$ cat src/rtl/dmem_arbiter.sv
// Data RAM arbiter: Memory-stage pipeline port vs. host loader/debug port.
// The pipeline has priority; a saturating wait counter forces a host slot after MAX_WAIT denials.
module dmem_arbiter #(
  parameter int ADDR_W   = 16,
  parameter int DATA_W   = 16,
  parameter int MAX_WAIT = 4
) (
  input  logic              clk,
  input  logic              reset,
  input  logic              cpu_req,
  input  logic              cpu_we,
  input  logic [ADDR_W-1:0] cpu_addr,
  input  logic [DATA_W-1:0] cpu_wdata,
  output logic              cpu_stall,
  output logic              cpu_rvalid,
  output logic [DATA_W-1:0] cpu_rdata,
  input  logic              host_req,
  input  logic              host_we,
  input  logic [ADDR_W-1:0] host_addr,
  input  logic [DATA_W-1:0] host_wdata,
  output logic              host_gnt,
  output logic              host_rvalid,
  output logic [DATA_W-1:0] host_rdata,
  output logic [ADDR_W-1:0] ram_address,
  output logic [DATA_W-1:0] ram_data,
  output logic              ram_wren,
  input  logic [DATA_W-1:0] ram_q
);

  typedef enum logic [1:0] {
    OWN_NONE = 2'd0,
    OWN_CPU  = 2'd1,
    OWN_HOST = 2'd2
  } owner_t;

  localparam logic [3:0] WAIT_LIMIT = 4'(MAX_WAIT);

  logic [3:0] wait_cnt;
  owner_t     rd_owner;
  logic       host_win;
  logic       cpu_win;

  // Grant decision and RAM mux: combinational, same cycle as the request
  always_comb begin
    host_win    = host_req & (~cpu_req | (wait_cnt >= WAIT_LIMIT));
    cpu_win     = cpu_req & ~host_win;
    ram_address = '0;
    ram_data    = '0;
    ram_wren    = 1'b0;
    if (host_win) begin
      ram_address = host_addr;
      ram_data    = host_wdata;
      ram_wren    = host_we;
    end else if (cpu_win) begin
      ram_address = cpu_addr;
      ram_data    = cpu_wdata;
      ram_wren    = cpu_we;
    end
    if (reset) begin
      ram_wren = 1'b0;
    end
  end

  assign cpu_stall = cpu_req & ~cpu_win;
  assign host_gnt  = host_win;

  // Registered stage: starvation counter and read-response owner tag
  always_ff @(posedge clk) begin
    if (reset) begin
      wait_cnt <= 4'd0;
      rd_owner <= OWN_NONE;
    end else begin
      if (host_req & ~host_win) begin
        wait_cnt <= (wait_cnt >= WAIT_LIMIT) ? WAIT_LIMIT : wait_cnt + 4'd1;
      end else begin
        wait_cnt <= 4'd0;
      end
      if (host_win & ~host_we) begin
        rd_owner <= OWN_HOST;
      end else if (cpu_win & ~cpu_we) begin
        rd_owner <= OWN_CPU;
      end else begin
        rd_owner <= OWN_NONE;
      end
    end
  end

  // Response stage: the tag lines up with the RAM's one-cycle read latency
  assign cpu_rvalid  = (rd_owner == OWN_CPU) & ~reset;
  assign host_rvalid = (rd_owner == OWN_HOST) & ~reset;
  assign cpu_rdata   = ram_q;
  assign host_rdata  = ram_q;

endmodule

$ cat config.mk
export PLATFORM = sky130hd
export DESIGN_NAME = dmem_arbiter
export DESIGN_NICKNAME = d
export VERILOG_FILES = /design/src/rtl/dmem_arbiter.sv
export SDC_FILE = /design/constraint.sdc
export NUM_CORES = 1
export LEC_CHECK = 0
export BUFFER_PORTS_ARGS = -buffer_cell sky130_fd_sc_hd__clkbuf_2
export CAP_MARGIN = 5
export CORE_MARGIN = 3
export CORE_UTILIZATION = 26
export DETAILED_ROUTE_END_ITERATION = 8
export PLACE_DENSITY = 0.8
export RECOVER_POWER = 25
export SYNTH_ARGS = -nofsm -noshare
export SYNTH_HDL_FRONTEND = slang
export SYNTH_SLANG_ARGS = --single-unit
$ cat constraint.sdc
create_clock -name clk -period 1.6 [get_ports clk]
set_input_delay 0 -clock clk [delete_from_list [all_inputs] [get_ports clk]]
set_output_delay 0 -clock clk [all_outputs]
set_load 0.03 [all_outputs]
Word-level counts from Yosys, hierarchy flattened
Cells that the tools add are included.
{ "totals": {"ff_bits": 6, "input_bits": 86, "elab_cells": 37} }
{ "op_classes": {"n_eq_ne": 2, "mux": 10, "n_lt_le_gt_ge": 1, "addsub": 1, "n_bitwise": 16, "n_reduce_logical": 3} }
{ "ops": {"columns": ["operator", "count"], "rows": [
  ["$mux W16", 4],
  ["$and A1 B1 Y1", 8],
  ["$not A1 Y1", 7],
  ["$add A4 B1 Y4 const B", 1],
  ["$ge A4 B3 Y1 const B", 1],
  ["$mux W1", 4],
  ["$reduce_or A2 Y1", 2],
  ["$mux W3", 1],
  ["$reduce_or A3 Y1", 1],
  ["$eq A2 B1 Y1 const B", 1],
  ["$eq A2 B2 Y1 const B", 1],
  ["$mux W2", 1],
  ["$or A1 B1 Y1", 1]
]} }

Logic depth before layout (Yosys ltp)
Gate-level depths: netlist (run 1).
{ "logic_depth": {"ltp_word": 8, "ltp_mapped": 5, "ltp_nobuf": 3} }

Worst setup path after synthesis (run 1)
OpenSTA, ideal clock, no wires.
{ "synth_timing": {"path_type": "flip-flop to output port", "start": "reg wait_cnt[3]", "end": "out ram_address[0]", "stages_incl_launch_ff": 6, "arrival_ps": 1456, "required_time_ps": 1600, "setup_slack_ps": 144, "path_cell_list": "dfxtp_1 or3b_1 and2_1 buf_6 buf_6 a22o_1"} }
{ "synth_between": {"elab_chain_len": 7} }
{ "synth_rtl": {"columns": ["item", "line_no", "text"], "rows": [
  ["from (decl)", "38", "logic [3:0] wait_cnt;"],
  ["from (signal assigned)", "74", "wait_cnt <= (wait_cnt >= WAIT_LIMIT) ? WAIT_LIMIT : wait_cnt + 4'd1;"],
  ["$ge A4 B3 Y1 *", "45", "host_win = host_req & (~cpu_req | (wait_cnt >= WAIT_LIMIT));"],
  ["$or A1 B1 Y1 *", "45", null],
  ["$and A1 B1 Y1 *", "45", null],
  ["net host_gnt", "21", "output logic host_gnt,"],
  ["$not A1 Y1", "46", "cpu_win = cpu_req & ~host_win;"],
  ["$and A1 B1 Y1", "46", null],
  ["$mux W16", "54", "end else if (cpu_win) begin"],
  ["$mux W16 *", "50", "if (host_win) begin"],
  ["to (decl)", "24", "output logic [ADDR_W-1:0] ram_address,"]
]} }
Mark *: on every way through the listed nets, which the timed path passes. The rest lies on a longest branch.

Final worst setup path (run 1)
{ "layout_timing": {"start": "reg wait_cnt[2]", "end": "out ram_address[6]"} }
{ "layout_between": {"elab_chain_len": 7} }
{ "layout_rtl": {"columns": ["item", "line_no"], "rows": [
  ["$ge A4 B3 Y1 *", "45"],
  ["$or A1 B1 Y1 *", "45"],
  ["$and A1 B1 Y1 *", "45"],
  ["$not A1 Y1", "46"],
  ["$and A1 B1 Y1", "46"],
  ["$mux W16", "54"],
  ["$mux W16 *", "50"]
]} }
Every way passes the cells marked *; elsewhere a longest branch is shown, timed or not.

==> qor.yml, run 1 <==
detailed_routing:
  viasPerCell: 4.80
  via_count: 1033
  wl_per_cell_um: 16.9
  wl_um: 3640
  final_antenna_net_count: 0
  drc: 0
  dr.pass1.iters: 4
  first_iter_violations: 54
critical_path:
  critPathArrivalTime_ps: 1650
  crit_slowest_cell: "or3b_4"
  startpoint_type: "flop"
  cp-end-kind: "output pin"
  rrSetupSlack_ps: 330
  worstPathCellList: "or3b_4 -> and2_4 -> buf_6 -> a22o_1 -> clkbuf_8"
  cp_slowest_stage_delay_ps: 380
  worstPathRequired_ps: 1600
  critical_path_buf_inv_count: 2
  cpLargestDelayFamily: "simple AND/OR/NAND/NOR gates"
  path_class: "flop to output pin"
  path_max_fanout: 12
synth:
  mappedNetlistArea_um2: 832
  avgSynthCellArea_um2: 8.49
  synth.distinct_cells: 17
  syn_inst: 98
  synth_seq_cells: 6
  synth.net_count: 185
  ys_seq_area_frac: 0.144
  yosys_warnings: 0
floorplan:
  core.rowCount: 19
  fp.dieArea_um2: 3920
  core_area_um2: 2900
  io_pins: 155
  initial_utilization: 0.287
  die_x_um: 62.6
  fp.dieH_um: 62.6
finish:
  drive_gt1_frac: 0.682
  fill_cells: 293
  regArea_um2: 123
  fin_util: 0.525
  diodes: 0
  layoutNonFillerInstCount: 215
  fin_area_um2: 1520
  nets: 262
  multi_input_area_um2: 415
  syn2layout_area_growth_pct: 83.0
timing:
  rsz0062_at_grt: "yes"
  hold_viol: 0
  period_needed_ps: 1650
  fmax_ghz: 0.605
  tns_ps: -1120
  clock_skew_ps: 5.04
  finalMaxSlewViolations: 0
  setup_viol_count_final: 32
  finalCritPeriodShare: 1.03
  layout_setup_ws_ps: -51.6
placement:
  dp_cells: 210
  port_buffers: 106
  place.gp.congestion: 0.816
  placedInstanceArea_um2: 1150
  preCtsSetupSlack_ps: 97.3
  dp_hpwl_um: 2760
cts:
  path_clk_slew_ps: 50
  postCtsSetupBuffers: 0
  htreeDepth: 1
  tritoncts.num_buffers: 3
  clkLatencyLatePin_ps: 240
  clock_sinks: 6
  cts-root-buf: "clkbuf_4"
  cts_tree: "yes"
  ctsLongestPathBuffers: 2
min_path:
  hp-class: "input port to output pin"
global_routing:
  gr-max-usage-layer: "met2"
  gr-usage-met2: 0.320
  grt_antenna_before_repair: 0
  grt_usage: 0.170
  grt_max_degree: 33
  grt_pass1_wl_um: 5490
  gr-usage-met1: 0.166
  grt_pass1_vias: 1129
  grt_overflow: 0
  use_met3: 0.0719
power:
  p_switching_mw: 0.346
  power_frac_clock: 0.152
  power_frac_comb: 0.673
  p_int_mw: 0.545
  swShare: 0.388
  seqPwrFrac: 0.175
  leakage_nw: 0.823
  powerDensity_nw_per_um2: 585
  ir_worst_vdd_uv: 380
run_status:
  outcome: "complete, but fails checks"
  violations: "setup timing"
run:
  drv_cap: 0
-- state kept, by name, summed over array words and instances (netlist names) --
name and cells:
rd_owner 2, wait_cnt 4
-- layer usage --
metal / vias to the layer above / wire (µm)
li1: 478 / -
met1: 459 / 1110
met2: 84 / 2010
met3: 12 / 441
met4: 0 / 69
met5: - / 0
-- cell usage after synthesis --
cell      instances  area (µm²)
or3b_1            1        8.76
ha_1              1        12.5
clkbuf_1          1        3.75
o21ai_1           1        5.00
dfxtp_1           6         120
a22o_1           32         280
buf_6             4        45.0
and2_1            5        31.3
a32oi_1           1        8.76
buf_2             3        15.0
conb_1            1        3.75
buf_4            32         240
nor4_1            1        6.26
nor3b_1           4        30.0
nand2_1           1        3.75
nor2b_1           1        6.26
nor2_1            3        11.3
-- worst register-to-register path, delay by kind of cell, from the launching register on --
| family | cells | cell delay [ps] |
|---|---|---|
| DFF | 1 | 330 |
| buffers and inverters | 1 | 150 |
| and+or+nand+nor | 3 | 680 |
-- power groups by stage --
stage / logic (mW) / registers [mW] / clock network [mW]
finish: 0.599 / 0.156 / 0.135
CTS: 0.570 / 0.156 / 0.141
global route: 0.628 / 0.156 / 0.148
global placement: 0.441 / 0.159 / 0
detailed placement: 0.442 / 0.159 / 0
floorplan: 0.425 / 0.159 / 0
-- what timing repair did --
action                                  4_1_cts  5_1_grt
pin swaps                                     2       15
hold endpoints to repair                      2        0
hold buffers                                  2        0
gates resized for setup                      72       17
cloned                                        0        0
endpoints found under the setup margin       32       32
-- cell families (layout without fill, tap and decap cells) --
| kind of cell | after synthesis | count (layout) | synth area share |
|---|---|---|---|
| simple gates | 16 | 16 | 0.117 |
| fa+ha+maj | 1 | 1 | 0.0150 |
| flops | 6 | 6 | 0.144 |
| other cells | 1 | 1 | 0.00451 |
| compound gates | 34 | 34 | 0.353 |
| buf+inv | 40 | 115 | 0.365 |
-- through the flow --
stage                     hold WS, ps  total power [mW]
final                          0.0453             0.890
after global routing            0.213             0.932
after CTS                       0.299             0.868
after detailed placement        0.299             0.601
after global placement          0.299             0.599
after floorplan                  75.1             0.584
-- path summary, 6_finish.rpt --
check / start / end / cells after the start
worst max-delay path: wait_cnt[2] / ram_address[6] / 5
worst min-delay path: ram_q[11] / host_rdata[11] / 0
worst max register to register: wait_cnt[2] / rd_owner[1] / 4
worst min register to register: wait_cnt[0] / wait_cnt[0] / 1
-- cell type report --
cell class / instances / area share
multi-input combinational: 52 / 0.273
clock buffer: 3 / 0.0148
tap: 42 / 0.0345
sequential: 6 / 0.0805
timing repair buffer: 112 / 0.597
-- cells in the final DEF (no fill, tap or decap), types with 2 or more instances in the layout --
cell / synthesis / routed
clkbuf_2: 0 / 74
a22o_1: 32 / 32
clkbuf_8: 0 / 16
buf_8: 0 / 16
nor3b_1: 4 / 4
dfxtp_1: 6 / 4
nor2_1: 3 / 3
and2_1: 5 / 3
clkbuf_4: 0 / 3
and2_4: 0 / 2
dlygate4sd3_1: 0 / 2
buf_12: 0 / 2
dfxtp_2: 0 / 2
No activity file was read; power rests on OpenSTA's default activity.
==> run 2, diff against run 1 <==
--- a/config.mk
+++ b/config.mk
@@ -8,9 +8,9 @@
 export BUFFER_PORTS_ARGS = -buffer_cell sky130_fd_sc_hd__clkbuf_2
 export CAP_MARGIN = 5
 export CORE_MARGIN = 3
-export CORE_UTILIZATION = 26
+export CORE_UTILIZATION = 24
 export DETAILED_ROUTE_END_ITERATION = 8
-export PLACE_DENSITY = 0.8
+export PLACE_DENSITY = 0.77
 export RECOVER_POWER = 25
 export SYNTH_ARGS = -nofsm -noshare
 export SYNTH_HDL_FRONTEND = slang
==> constraint.sdc (replaced) <==
create_clock -name clk -period 1.44 [get_ports clk]
set_input_delay 0 -clock clk [delete_from_list [all_inputs] [get_ports clk]]
set_output_delay 0 -clock clk [all_outputs]
set_load 0.03 [all_outputs]
==> qor.yml, run 2 (synthesized netlist as in run 1, its figures left out) <==
run_status:
  outcome: "complete, but fails checks"
  violations: "setup timing"
placement:
  port_buffers: 106
  dp_hpwl_um: 3020
  preCtsSetupSlack_ps: -39.4
  placedInstanceArea_um2: 1180
  place.gp.congestion: 0.706
  dp_cells: 214
min_path:
  hp-class: "input port to output pin"
  holdPathStages: 0
timing:
  period_needed_ps: 1680
  tns_ps: -7140
  hold_viol: 0
  rsz0062_at_grt: "yes"
  finalMaxSlewViolations: 0
  holdWs_ps: 0.0844
  fmax_ghz: 0.595
  finalCritPeriodShare: 1.17
  setup_viol_count_final: 34
  layout_setup_ws_ps: -239
  clock_skew_ps: 0.938
cts:
  path_clk_slew_ps: 40
  ctsLongestPathBuffers: 2
  clock_sinks: 6
  tritoncts.num_buffers: 3
  cts-root-buf: "clkbuf_4"
  clkLatencyLatePin_ps: 230
  cts_tree: "yes"
  htreeDepth: 1
global_routing:
  grt_max_degree: 21
  grt_antenna_before_repair: 0
  grt_usage: 0.178
  grt_pass1_wl_um: 5710
  grt_overflow: 0
  grt_pass1_vias: 1104
critical_path:
  path_max_fanout: 14
  cp_slowest_stage_delay_ps: 390
  cp.depth: 5
  startpoint_type: "flop"
  cp-end-kind: "output pin"
  path_class: "flop to output pin"
  r2r_cells: 5
  worstPathCellList: "or3b_4 -> and2_4 -> buf_12 -> a22o_2 -> buf_8"
  critPathArrivalTime_ps: 1680
  crit_slowest_cell: "or3b_4"
  cpLargestDelayFamily: "simple AND/OR/NAND/NOR gates"
  rrSetupSlack_ps: 60
  worstPathRequired_ps: 1440
  critical_path_buf_inv_count: 2
finish:
  regArea_um2: 121
  multi_input_area_um2: 463
  fill_cells: 292
  mostFrequentLayoutCells: "72 x clkbuf_2, 25 x buf_8, 22 x a22o_1"
  nets: 269
  final_common_cell: "clkbuf_2"
  diodes: 0
  largest_register_ffs: 4
  reg.largest.list: "wait_cnt: 4 flops, rd_owner: 2 flops"
  fin_area_um2: 1670
  largest-register: "wait_cnt"
  drive_gt1_frac: 0.739
  layoutNonFillerInstCount: 224
  fin_util: 0.524
  syn2layout_area_growth_pct: 100
detailed_routing:
  dr.pass1.iters: 3
  wl_um: 3970
  final_antenna_net_count: 0
  wl_per_cell_um: 17.7
  first_iter_violations: 24
  via_count: 1037
  drc: 0
  viasPerCell: 4.63
floorplan:
  fp.dieArea_um2: 4210
  core.rowCount: 20
  fp.dieH_um: 64.9
  core_area_um2: 3180
  die_x_um: 64.9
  io_pins: 155
  initial_utilization: 0.262
power:
  p_total_mw: 1.04
  powerDensity_nw_per_um2: 626
  leakage_nw: 0.887
  seqPwrFrac: 0.166
  p_int_mw: 0.647
  swShare: 0.381
  p_switching_mw: 0.397
  power_frac_comb: 0.694
  power_frac_clock: 0.140
  ir_worst_vdd_uv: 323
run:
  drv_cap: 0
[run 2: layer usage]
metal | part of all wire | global-route usage | routed length, µm | up-vias
met5 | 0 | 0 | 0 | -
met4 | 0.028 | 0.0633 | 110 | 0
met3 | 0.095 | 0.0485 | 379 | 6
met2 | 0.58 | 0.355 | 2300 | 64
met1 | 0.30 | 0.171 | 1180 | 472
li1 | - | - | - | 495
[run 2: power by group through the flow]
stage / registers [mW] / clock network, mW / logic (mW)
after floorplan: 0.176 / 0 / 0.477
after detailed placement: 0.176 / 0 / 0.499
after global placement: 0.176 / 0 / 0.497
after global routing: 0.174 / 0.169 / 0.760
final: 0.173 / 0.146 / 0.724
after CTS: 0.173 / 0.155 / 0.662
[run 2: worst reg2reg max path: stages, from the launching register on]
cell and delay, ps:
dfxtp_2 320, or3b_4 390, and2_4 180, buf_16 150, buf_6 120, nor3b_1 120
[run 2: timing repair]
item,in CTS,in global routing
cloned,1,0
endpoints found under the setup margin,33,35
pin swaps,4,13
gates resized for setup,70,34
buffers inserted,2,1
hold buffers,3,0
endpoints found under the hold margin,2,0
[run 2: area by class of cell]
type | instances | share of cell area
multi-input cells | 52 | 0.278
repair buffers | 119 | 0.603
well taps | 44 | 0.0330
flip-flops and latches | 6 | 0.0728
clock buffers | 3 | 0.0135
[run 2: path summary, 6_finish.rpt]
check,startpoint,to
setup / recovery,wait_cnt[2],ram_data[12]
hold / removal,ram_q[11],host_rdata[11]
setup reg to reg,wait_cnt[2],rd_owner[1]
hold reg to reg,wait_cnt[0],wait_cnt[0]
==> run 3, diff against run 2 <==
==> constraint.sdc (replaced) <==
create_clock -name clk -period 1.4 [get_ports clk]
set_input_delay 0 -clock clk [delete_from_list [all_inputs] [get_ports clk]]
set_output_delay 0 -clock clk [all_outputs]
set_load 0.03 [all_outputs]
==> qor.yml, run 3 (synthesized netlist as in run 1, its figures left out) <==
run_status:
  outcome: "complete, but fails checks"
  violations: "setup timing"
detailed_routing:
  first_iter_violations: 35
  wl_um: 3870
  wl_per_cell_um: 17.4
  final_antenna_net_count: 0
  viasPerCell: 4.79
  dr.pass1.iters: 4
  drc: 0
  via_count: 1068
floorplan:
  fp.dieArea_um2: 4210
  core.rowCount: 20
  die_x_um: 64.9
  io_pins: 155
  initial_utilization: 0.262
  fp.dieH_um: 64.9
  core_area_um2: 3180
min_path:
  holdPathStages: 0
  min_from: "ram_q[14]"
  whs_endpoint: "host_rdata[14]"
  hp-class: "input port to output pin"
critical_path:
  cp-end-kind: "output pin"
  critPathArrivalTime_ps: 1700
  rr_startpoint: "wait_cnt[2]"
  r2r_cells: 5
  path_max_fanout: 11
  worstPathRequired_ps: 1400
  startpoint_type: "flop"
  path_class: "flop to output pin"
  worstReg2RegEnd: "rd_owner[1]"
  rrSetupSlack_ps: 0
placement:
  preCtsSetupSlack_ps: -89.4
  port_buffers: 106
  place.gp.congestion: 0.693
finish:
  largest_register_ffs: 4
  reg.largest.list: "wait_cnt: 4 flops, rd_owner: 2 flops"
  syn2layout_area_growth_pct: 109
  mostFrequentLayoutCells: "72 x clkbuf_2, 33 x buf_8, 18 x a22o_2"
  multi_input_area_um2: 539
  nets: 268
  fill_cells: 289
  regArea_um2: 121
  final_common_cell: "clkbuf_2"
  diodes: 0
  largest-register: "wait_cnt"
  drive_gt1_frac: 0.849
cts:
  htreeDepth: 1
  cts_tree: "yes"
  tritoncts.num_buffers: 3
  clock_sinks: 6
  ctsLongestPathBuffers: 2
  clkLatencyLatePin_ps: 250
  cts-root-buf: "clkbuf_4"
  path_clk_slew_ps: 50
power:
  ir_worst_vdd_uv: 405
  leakage_nw: 0.916
  powerDensity_nw_per_um2: 650
  p_total_mw: 1.13
global_routing:
  grt_antenna_before_repair: 0
  grt_overflow: 0
  grt_pass1_wl_um: 5480
  grt_pass1_vias: 1101
  grt_usage: 0.169
  grt_max_degree: 22
timing:
  rsz0062_at_grt: "yes"
  finalCritPeriodShare: 1.22
  setup_viol_count_final: 35
  finalMaxSlewViolations: 0
  layout_setup_ws_ps: -302
  clock_skew_ps: 6.65
  period_needed_ps: 1700
  fmax_ghz: 0.588
  hold_viol: 0
run:
  drv_cap: 0
## run 3: area by class of cell
type,count,share of cell area
Clock buffer,3,0.0130
Tap cell,44,0.0317
Multi-Input combinational cell,52,0.311
Timing Repair Buffer,118,0.575
Sequential cell,6,0.0699
## run 3: how the worst max path moves through the flow
stage / startpoint / to / cells past startpoint
floorplan: wait_cnt[3] / ram_address[10] / 5
global placement: wait_cnt[3] / ram_address[14] / 5
detailed placement: wait_cnt[3] / ram_address[2] / 5
CTS: wait_cnt[2] / ram_address[2] / 5
global route: wait_cnt[3] / ram_address[9] / 6
finish: wait_cnt[2] / ram_address[2] / 5
## run 3: where the power goes
part	internal, mW	switching (mW)	total (mW)
clock	0.0971	0.0636	0.161
combinational	0.419	0.371	0.789
sequential	0.176	0.00235	0.178
total	0.692	0.437	1.13
## run 3: through the flow
stage	utilization	cell area (µm²)	TNS [ps]	cells	hold WS (ps)
after floorplan	-	936	-75.3	98	75.1
after global placement	0.394	1250	-1470	214	0.303
after detailed placement	0.394	1250	-2130	214	0.303
after CTS	0.517	1640	-8810	221	0.303
after global routing	0.546	1740	-10640	223	0.0652
final	0.546	1740	-9190	223	0.0145
## run 3: critical path, stage by stage, from the launching register on
cell	delay (ps)
dfxtp_2	320
or3b_4	390
and2_4	180
buf_8	140
a22o_2	280
buf_8	140
## run 3: per-layer routing
metal | vias up | track usage | routed length [µm]
li1 | 494 | - | -
met1 | 482 | 0.175 | 1300
met2 | 90 | 0.318 | 2100
met3 | 2 | 0.0745 | 466
met4 | 0 | 0.0264 | 5
met5 | - | 0 | 0
## run 3: timing repair
item,in CTS,in global routing
resized for setup,77,39
buffers inserted,1,2
hold buffers,2,0
pin swaps,2,3
gates cloned,1,0
endpoints found under the setup margin,33,35
endpoints found under the hold margin,2,0
